## src/rtl/reg_writeback_queue_pkg.sv

```systemverilog
// rtl/reg_writeback_queue_pkg.sv - shared constants and types for the register writeback queue
package reg_writeback_queue_pkg;

  localparam int DATA_INDEX_LIMIT     = 31;
  localparam int REG_ADDR_INDEX_LIMIT = 4;
  localparam int WBQ_DEPTH            = 4;
  localparam int WBQ_AW               = REG_ADDR_INDEX_LIMIT + 1;
  localparam int WBQ_DW               = DATA_INDEX_LIMIT + 1;

  // Which side owns the single-ported RF this cycle.
  typedef enum logic [1:0] {
    RF_IDLE = 2'd0,
    RF_RD   = 2'd1,
    RF_WR   = 2'd2
  } rf_op_e;

  function automatic int wbq_count_width(input int depth);
    return $clog2(depth) + 1;
  endfunction

endpackage

```

## src/rtl/reg_writeback_queue_if.sv

```systemverilog
// rtl/reg_writeback_queue_if.sv - writeback request handshake between execute/memory and the queue
interface reg_writeback_queue_if #(
  parameter int AW = 5,
  parameter int DW = 32
);

  logic          in_valid;
  logic          in_ready;
  logic [AW-1:0] in_addr;
  logic [DW-1:0] in_data;

  modport master (
    output in_valid,
    output in_addr,
    output in_data,
    input  in_ready
  );

  modport slave (
    input  in_valid,
    input  in_addr,
    input  in_data,
    output in_ready
  );

endinterface

```

## src/rtl/wbq_fwd_match.sv

```systemverilog
// rtl/wbq_fwd_match.sv - DEPTH-way address compare with youngest-match select (WBQ_FORWARD_EN only)
`ifdef WBQ_FORWARD_EN
module wbq_fwd_match #(
  parameter int DEPTH = 4,
  parameter int AW    = 5,
  parameter int DW    = 32,
  parameter int PW    = $clog2(DEPTH),
  parameter int CW    = $clog2(DEPTH) + 1
) (
  input  logic [AW-1:0] addr_q [DEPTH],
  input  logic [DW-1:0] data_q [DEPTH],
  input  logic [PW-1:0] head,
  input  logic [CW-1:0] count,
  input  logic [AW-1:0] fwd_addr,
  output logic          hit,
  output logic [DW-1:0] data
);

  // Walk oldest to youngest so the last match found is the youngest one.
  always_comb begin
    logic [PW-1:0] idx;
    hit  = 1'b0;
    data = '0;
    idx  = '0;
    for (int k = 0; k < DEPTH; k++) begin
      idx = head + PW'(k);
      if ((CW'(k) < count) && (fwd_addr != '0) && (addr_q[idx] == fwd_addr)) begin
        hit  = 1'b1;
        data = data_q[idx];
      end
    end
  end

endmodule
`endif

```

## src/rtl/reg_writeback_queue.sv

```systemverilog
// rtl/reg_writeback_queue.sv - writeback FIFO feeding the 32x32 RF write port with read/write arbitration
// Optional operand forwarding from queued entries is enabled by defining WBQ_FORWARD_EN.
module reg_writeback_queue
  import reg_writeback_queue_pkg::*;
#(
  parameter int DEPTH = WBQ_DEPTH,
  parameter int AW    = WBQ_AW,
  parameter int DW    = WBQ_DW,
  parameter int CW    = wbq_count_width(DEPTH)
) (
  input  logic                  clk,
  input  logic                  rst,
  reg_writeback_queue_if.slave  wb,
  input  logic                  rd_req,
  output logic                  rd_gnt,
  output logic                  rf_read,
  output logic                  rf_write,
  output logic [AW-1:0]         rf_addr_w,
  output logic [DW-1:0]         rf_data_w,
  output logic [CW-1:0]         count,
  output logic                  empty,
  output logic                  full,
  input  logic [AW-1:0]         fwd_addr1,
  input  logic [AW-1:0]         fwd_addr2,
  output logic                  fwd_hit1,
  output logic                  fwd_hit2,
  output logic [DW-1:0]         fwd_data1,
  output logic [DW-1:0]         fwd_data2
);

  localparam int PW = $clog2(DEPTH);

  logic [AW-1:0] addr_q [DEPTH];
  logic [DW-1:0] data_q [DEPTH];
  logic [PW-1:0] wr_ptr;
  logic [PW-1:0] rd_ptr;
  logic [CW-1:0] count_q;
  rf_op_e        rf_op;
  logic          push;
  logic          store;
  logic          pop;

  assign count       = count_q;
  assign empty       = (count_q == '0);
  assign full        = (count_q == CW'(DEPTH));
  // Registered FULL only: a pop in the same cycle does not open a slot.
  assign wb.in_ready = !full;

  assign push  = wb.in_valid && wb.in_ready;
  assign store = push && (wb.in_addr != '0);
  assign pop   = rf_write;

  // Reads win unless the queue is full, so writes cannot starve forever.
  always_comb begin
    rf_op = RF_IDLE;
    if (!rst) begin
      if (!empty && (!rd_req || full)) begin
        rf_op = RF_WR;
      end else if (rd_req) begin
        rf_op = RF_RD;
      end
    end
  end

  assign rf_write  = (rf_op == RF_WR);
  assign rf_read   = (rf_op == RF_RD);
  assign rd_gnt    = rf_read;
  assign rf_addr_w = addr_q[rd_ptr];
  assign rf_data_w = data_q[rd_ptr];

  always_ff @(posedge clk) begin
    if (rst) begin
      wr_ptr  <= '0;
      rd_ptr  <= '0;
      count_q <= '0;
    end else begin
      if (store) begin
        wr_ptr <= wr_ptr + 1'b1;
      end
      if (pop) begin
        rd_ptr <= rd_ptr + 1'b1;
      end
      count_q <= count_q + CW'(store) - CW'(pop);
    end
  end

  always_ff @(posedge clk) begin
    if (store) begin
      addr_q[wr_ptr] <= wb.in_addr;
      data_q[wr_ptr] <= wb.in_data;
    end
  end

`ifdef WBQ_FORWARD_EN
  logic          hit1_raw;
  logic          hit2_raw;
  logic [DW-1:0] data1_raw;
  logic [DW-1:0] data2_raw;

  wbq_fwd_match #(.DEPTH(DEPTH), .AW(AW), .DW(DW), .PW(PW), .CW(CW)) u_fwd1 (
    .addr_q   (addr_q),
    .data_q   (data_q),
    .head     (rd_ptr),
    .count    (count_q),
    .fwd_addr (fwd_addr1),
    .hit      (hit1_raw),
    .data     (data1_raw)
  );

  wbq_fwd_match #(.DEPTH(DEPTH), .AW(AW), .DW(DW), .PW(PW), .CW(CW)) u_fwd2 (
    .addr_q   (addr_q),
    .data_q   (data_q),
    .head     (rd_ptr),
    .count    (count_q),
    .fwd_addr (fwd_addr2),
    .hit      (hit2_raw),
    .data     (data2_raw)
  );

  assign fwd_hit1  = hit1_raw && !rst;
  assign fwd_hit2  = hit2_raw && !rst;
  assign fwd_data1 = data1_raw;
  assign fwd_data2 = data2_raw;
`else
  wire unused_fwd = ^{fwd_addr1, fwd_addr2};
  assign fwd_hit1  = 1'b0;
  assign fwd_hit2  = 1'b0;
  assign fwd_data1 = '0;
  assign fwd_data2 = '0;
`endif

  a_rd_wr_excl : assert property (@(posedge clk) !(rf_read && rf_write));
  a_count_max  : assert property (@(posedge clk) disable iff (rst) count_q <= CW'(DEPTH));

endmodule

```

## src/flat_wrapper.sv

```systemverilog
// flat-port wrapper written by rule: the top's interface ports become plain ports
module reg_writeback_queue_flat import reg_writeback_queue_pkg::*;
#(
  parameter int DEPTH = WBQ_DEPTH,
  parameter int AW    = WBQ_AW,
  parameter int DW    = WBQ_DW,
  parameter int CW    = wbq_count_width(DEPTH)
)
  (clk, rst, rd_req, rd_gnt, rf_read, rf_write, rf_addr_w, rf_data_w, count, empty, full, fwd_addr1, fwd_addr2, fwd_hit1, fwd_hit2, fwd_data1, fwd_data2, wb_in_valid, wb_in_addr, wb_in_data, wb_in_ready);
  reg_writeback_queue_if #(.AW(AW), .DW(DW)) wb_i ();
  input  logic clk;
  input  logic rst;
  input  logic rd_req;
  output logic rd_gnt;
  output logic rf_read;
  output logic rf_write;
  output logic [AW-1:0] rf_addr_w;
  output logic [DW-1:0] rf_data_w;
  output logic [CW-1:0] count;
  output logic empty;
  output logic full;
  input  logic [AW-1:0] fwd_addr1;
  input  logic [AW-1:0] fwd_addr2;
  output logic fwd_hit1;
  output logic fwd_hit2;
  output logic [DW-1:0] fwd_data1;
  output logic [DW-1:0] fwd_data2;
  input wire logic [$bits(wb_i.in_valid)-1:0] wb_in_valid;
  input wire logic [$bits(wb_i.in_addr)-1:0] wb_in_addr;
  input wire logic [$bits(wb_i.in_data)-1:0] wb_in_data;
  output wire logic [$bits(wb_i.in_ready)-1:0] wb_in_ready;
  assign wb_i.in_valid = wb_in_valid;
  assign wb_i.in_addr = wb_in_addr;
  assign wb_i.in_data = wb_in_data;
  assign wb_in_ready = wb_i.in_ready;
  reg_writeback_queue #(.DEPTH(DEPTH), .AW(AW), .DW(DW), .CW(CW)) u_core (.clk(clk), .rst(rst), .wb(wb_i), .rd_req(rd_req), .rd_gnt(rd_gnt), .rf_read(rf_read), .rf_write(rf_write), .rf_addr_w(rf_addr_w), .rf_data_w(rf_data_w), .count(count), .empty(empty), .full(full), .fwd_addr1(fwd_addr1), .fwd_addr2(fwd_addr2), .fwd_hit1(fwd_hit1), .fwd_hit2(fwd_hit2), .fwd_data1(fwd_data1), .fwd_data2(fwd_data2));
endmodule
```

## config.mk

```make
export PLATFORM = sky130hd
export DESIGN_NAME = reg_writeback_queue_flat
export DESIGN_NICKNAME = d
export VERILOG_FILES = /design/src/rtl/reg_writeback_queue_pkg.sv /design/src/rtl/reg_writeback_queue_if.sv /design/src/rtl/wbq_fwd_match.sv /design/src/rtl/reg_writeback_queue.sv /design/src/flat_wrapper.sv
export SDC_FILE = /design/constraint.sdc
export NUM_CORES = 1
export LEC_CHECK = 0
export BUFFER_PORTS_ARGS = -buffer_cell sky130_fd_sc_hd__buf_2
export CELL_PAD_IN_SITES_DETAIL_PLACEMENT = 0
export CELL_PAD_IN_SITES_GLOBAL_PLACEMENT = 1
export CORE_ASPECT_RATIO = 0.9
export CORE_UTILIZATION = 48
export DETAILED_ROUTE_END_ITERATION = 10
export PLACE_DENSITY = 0.89
export REMOVE_ABC_BUFFERS = 1
export SLEW_MARGIN = 40
export SYNTH_ARGS = -nofsm -noshare
export SYNTH_HDL_FRONTEND = slang
export SYNTH_HIERARCHICAL = 1
export SYNTH_SLANG_ARGS = --single-unit
```

## constraint.sdc

```tcl
create_clock -name clk -period 4.18 [get_ports clk]
set_clock_uncertainty 0.1 [all_clocks]
set_input_delay 0.836 -clock clk [delete_from_list [all_inputs] [get_ports clk]]
set_output_delay 0.836 -clock clk [all_outputs]
set_load 0.02 [all_outputs]
```

==> impl_metrics.env <==
export IMPL_n_antenna_cell=0
export IMPL_core_area_um2=12800
export IMPL_power_density_nw_per_um2=619
export IMPL_cts_tree="built"
export IMPL_cap_violations=0
export IMPL_end_kind="output port"
export IMPL_r2r_end="u_core/count[2]"
export IMPL_syn_inst=313
export IMPL_ir_worst_vdd_v=0.000284
export IMPL_netlist_area_um2=6330
export IMPL_grt_overflow=0
export IMPL_wl_per_cell_um=16.8
export IMPL_cts_resized=0
export IMPL_io_buffers=86
export IMPL_synth_warnings=6
export IMPL_endpoint="rf_data_w[7]"
export IMPL_yosysTopAreaCell="edfxtp_1"
export IMPL_ctsLongestPathBuffers=2
export IMPL_dp_hpwl_mm=5.92
export IMPL_r2r_setup_slack_ns=1.80
export IMPL_ys_types=31
export IMPL_grt_pass1_vias=2896
export IMPL_gp_congestion=0.667
export IMPL_rsz0062_at_grt="no"
export IMPL_fin_util=0.568
export IMPL_drv_slew=0
export IMPL_synth_enable_flop_cells=148
export IMPL_power_uw=4500
export IMPL_synth_most_common_cell="edfxtp_1"
export IMPL_synth_top_area_frac=0.702
export IMPL_wirelength_mm=9.83
export IMPL_hold_violations=0
export IMPL_die_x_um=123
export IMPL_start_util=0.495
export IMPL_grt_max_degree=38
export IMPL_ios=163
export IMPL_whs_ns=0.355
export IMPL_grt_antenna_before_repair=0
export IMPL_worst_path_max_fanout=15
export IMPL_post_cts_setup_buffers=0
export IMPL_root_buffer="clkbuf_16"
export IMPL_avgViaCountPerCell=4.89
export IMPL_async_reset_ff_frac=0
export IMPL_detail_route_first_pass_iterations=4
export IMPL_grt_first_pass_wirelength_mm=15.2
export IMPL_dr_total_vias=2866
export IMPL_clk_pin_slew_ns=0.06
export IMPL_grt_total_usage=0.157
export IMPL_drive_gt1_frac=0.382
export IMPL_syn2layout_area_growth_pct=14.6
export IMPL_p_leak_uw=0.00262
export IMPL_netlist_top_cells_count="edfxtp_1, buf_4, mux4_2"
export IMPL_fin_crit_sh=0.733
export IMPL_tightest_slew_ns=0.597
export IMPL_fin_nets=466
export IMPL_ys_seq_elements=157
export IMPL_setup_tns_ns=0
export IMPL_fmaxAchievable_ghz=0.326
export IMPL_synth_flop_cell="edfxtp_1"
export IMPL_htreeDepth=4
export IMPL_clk_latency_ns=0.41
export IMPL_dieArea_um2=13700
export IMPL_required_ns=3.24
export IMPL_reg2reg_depth=8
export IMPL_die_h_um=111
export IMPL_hold_path_class="flip-flop to flip-flop"
export IMPL_row_count=39
export IMPL_maxSlewHeadroom=0.602
export IMPL_first_iter_violations=177
export IMPL_outcome="completed"
export IMPL_path_class="flip-flop to output port"
export IMPL_cts_hold_buf=0
export IMPL_ant_nets=0
export IMPL_worstSetupStartpointType="flip-flop"
export IMPL_finalSetupViolations=0
export IMPL_fillCellCount=969
export IMPL_synth_area_leaders="edfxtp_1, mux4_2, buf_4"
export IMPL_avgSynthCellArea_um2=20.2
export IMPL_remaining_drc_errors=0
export IMPL_min_period_ns=3.06
export IMPL_numCtsBuffers=17
export IMPL_ys_seq_area_frac=0.730
export IMPL_cts_num_sinks=157
export IMPL_cp_arrival_ns=2.13
export IMPL_rr_startpoint="u_core/count[1]"
## per-layer routing
metal  track usage  share of wire
met4        0.0514         0.0056
met2         0.249           0.50
met1         0.195           0.41
met3        0.0664          0.078
met5             0              0
## logic make-up after synthesis
| kind of cell | synth area share |
|---|---|
| and+or+nand+nor | 0.0188 |
| AOI/OAI and AO/OA | 0.00731 |
| adders and majority gates | 0.0130 |
| DFF | 0.730 |
| muxes | 0.137 |
| other | 0.000592 |
| buffers and inverters | 0.0891 |
| xor gates and xnor gates | 0.00415 |
## critical path: stages (launching register included)
cell	delay, ns
dfxtp_2	0.59
buf_4	0.38
mux4_2	0.56
buf_2	0.18
## layout make-up
cell class / count / area [um^2] / area share
clock buffer: 17 / 425 / 0.0586
clock inverter: 15 / 141 / 0.0195
inverter: 5 / 18.8 / 0.00258
multi-input combinational: 140 / 1400 / 0.192
sequential: 157 / 4630 / 0.638
tap: 164 / 205 / 0.0283
timing repair buffer: 88 / 445 / 0.0613
## metrics by stage
stage               cell area, um^2  std cells  setup WS, ns
global route                   7260        586         0.924
global placement               6690        554          1.15
detailed placement             6690        554          1.12
finish                         7260        586          1.12
floorplan                      6030        302         0.871
CTS                            7260        586          1.00
## sequential cells by signal, indices dropped and copies added (netlist names), named ones only
| register | count |
|---|---|
| u_core/count | 3 |
| u_core/rd_ptr | 2 |
| u_core/data_q | 128 |
| u_core/wr_ptr | 2 |
| u_core/addr_q | 20 |
## how the worst min path moves through the flow
stage                                start        end  cells past startpoint
after global placement    u_core/rd_ptr[1]  flip-flop                      1
final                     u_core/rd_ptr[1]  flip-flop                      1
after detailed placement  u_core/rd_ptr[1]  flip-flop                      1
after global routing      u_core/rd_ptr[1]  flip-flop                      1
after floorplan           u_core/rd_ptr[1]  flip-flop                      1
after CTS                 u_core/rd_ptr[1]  flip-flop                      1
## placed cells by master, fill, tap and decap left out, types with 3 or more instances in the layout
master	netlist	routed
and2_4	0	4
buf_2	3	86
clkbuf_16	0	17
clkinv_1	0	4
clkinv_2	0	3
conb_1	1	66
dfxtp_1	9	7
edfxtp_1	148	148
ha_1	5	5
inv_1	5	5
inv_6	0	4
mux4_2	37	37
nand2_1	3	3
nor2_1	3	3
## where the power goes
part           switching (uW)  leakage, uW  internal (uW)
registers                 101      0.00143           1900
clock network             581     0.000278            874
logic                     607     0.000913            428
total                    1290      0.00262           3210
Note: power is estimated with default switching activity, not from simulation.
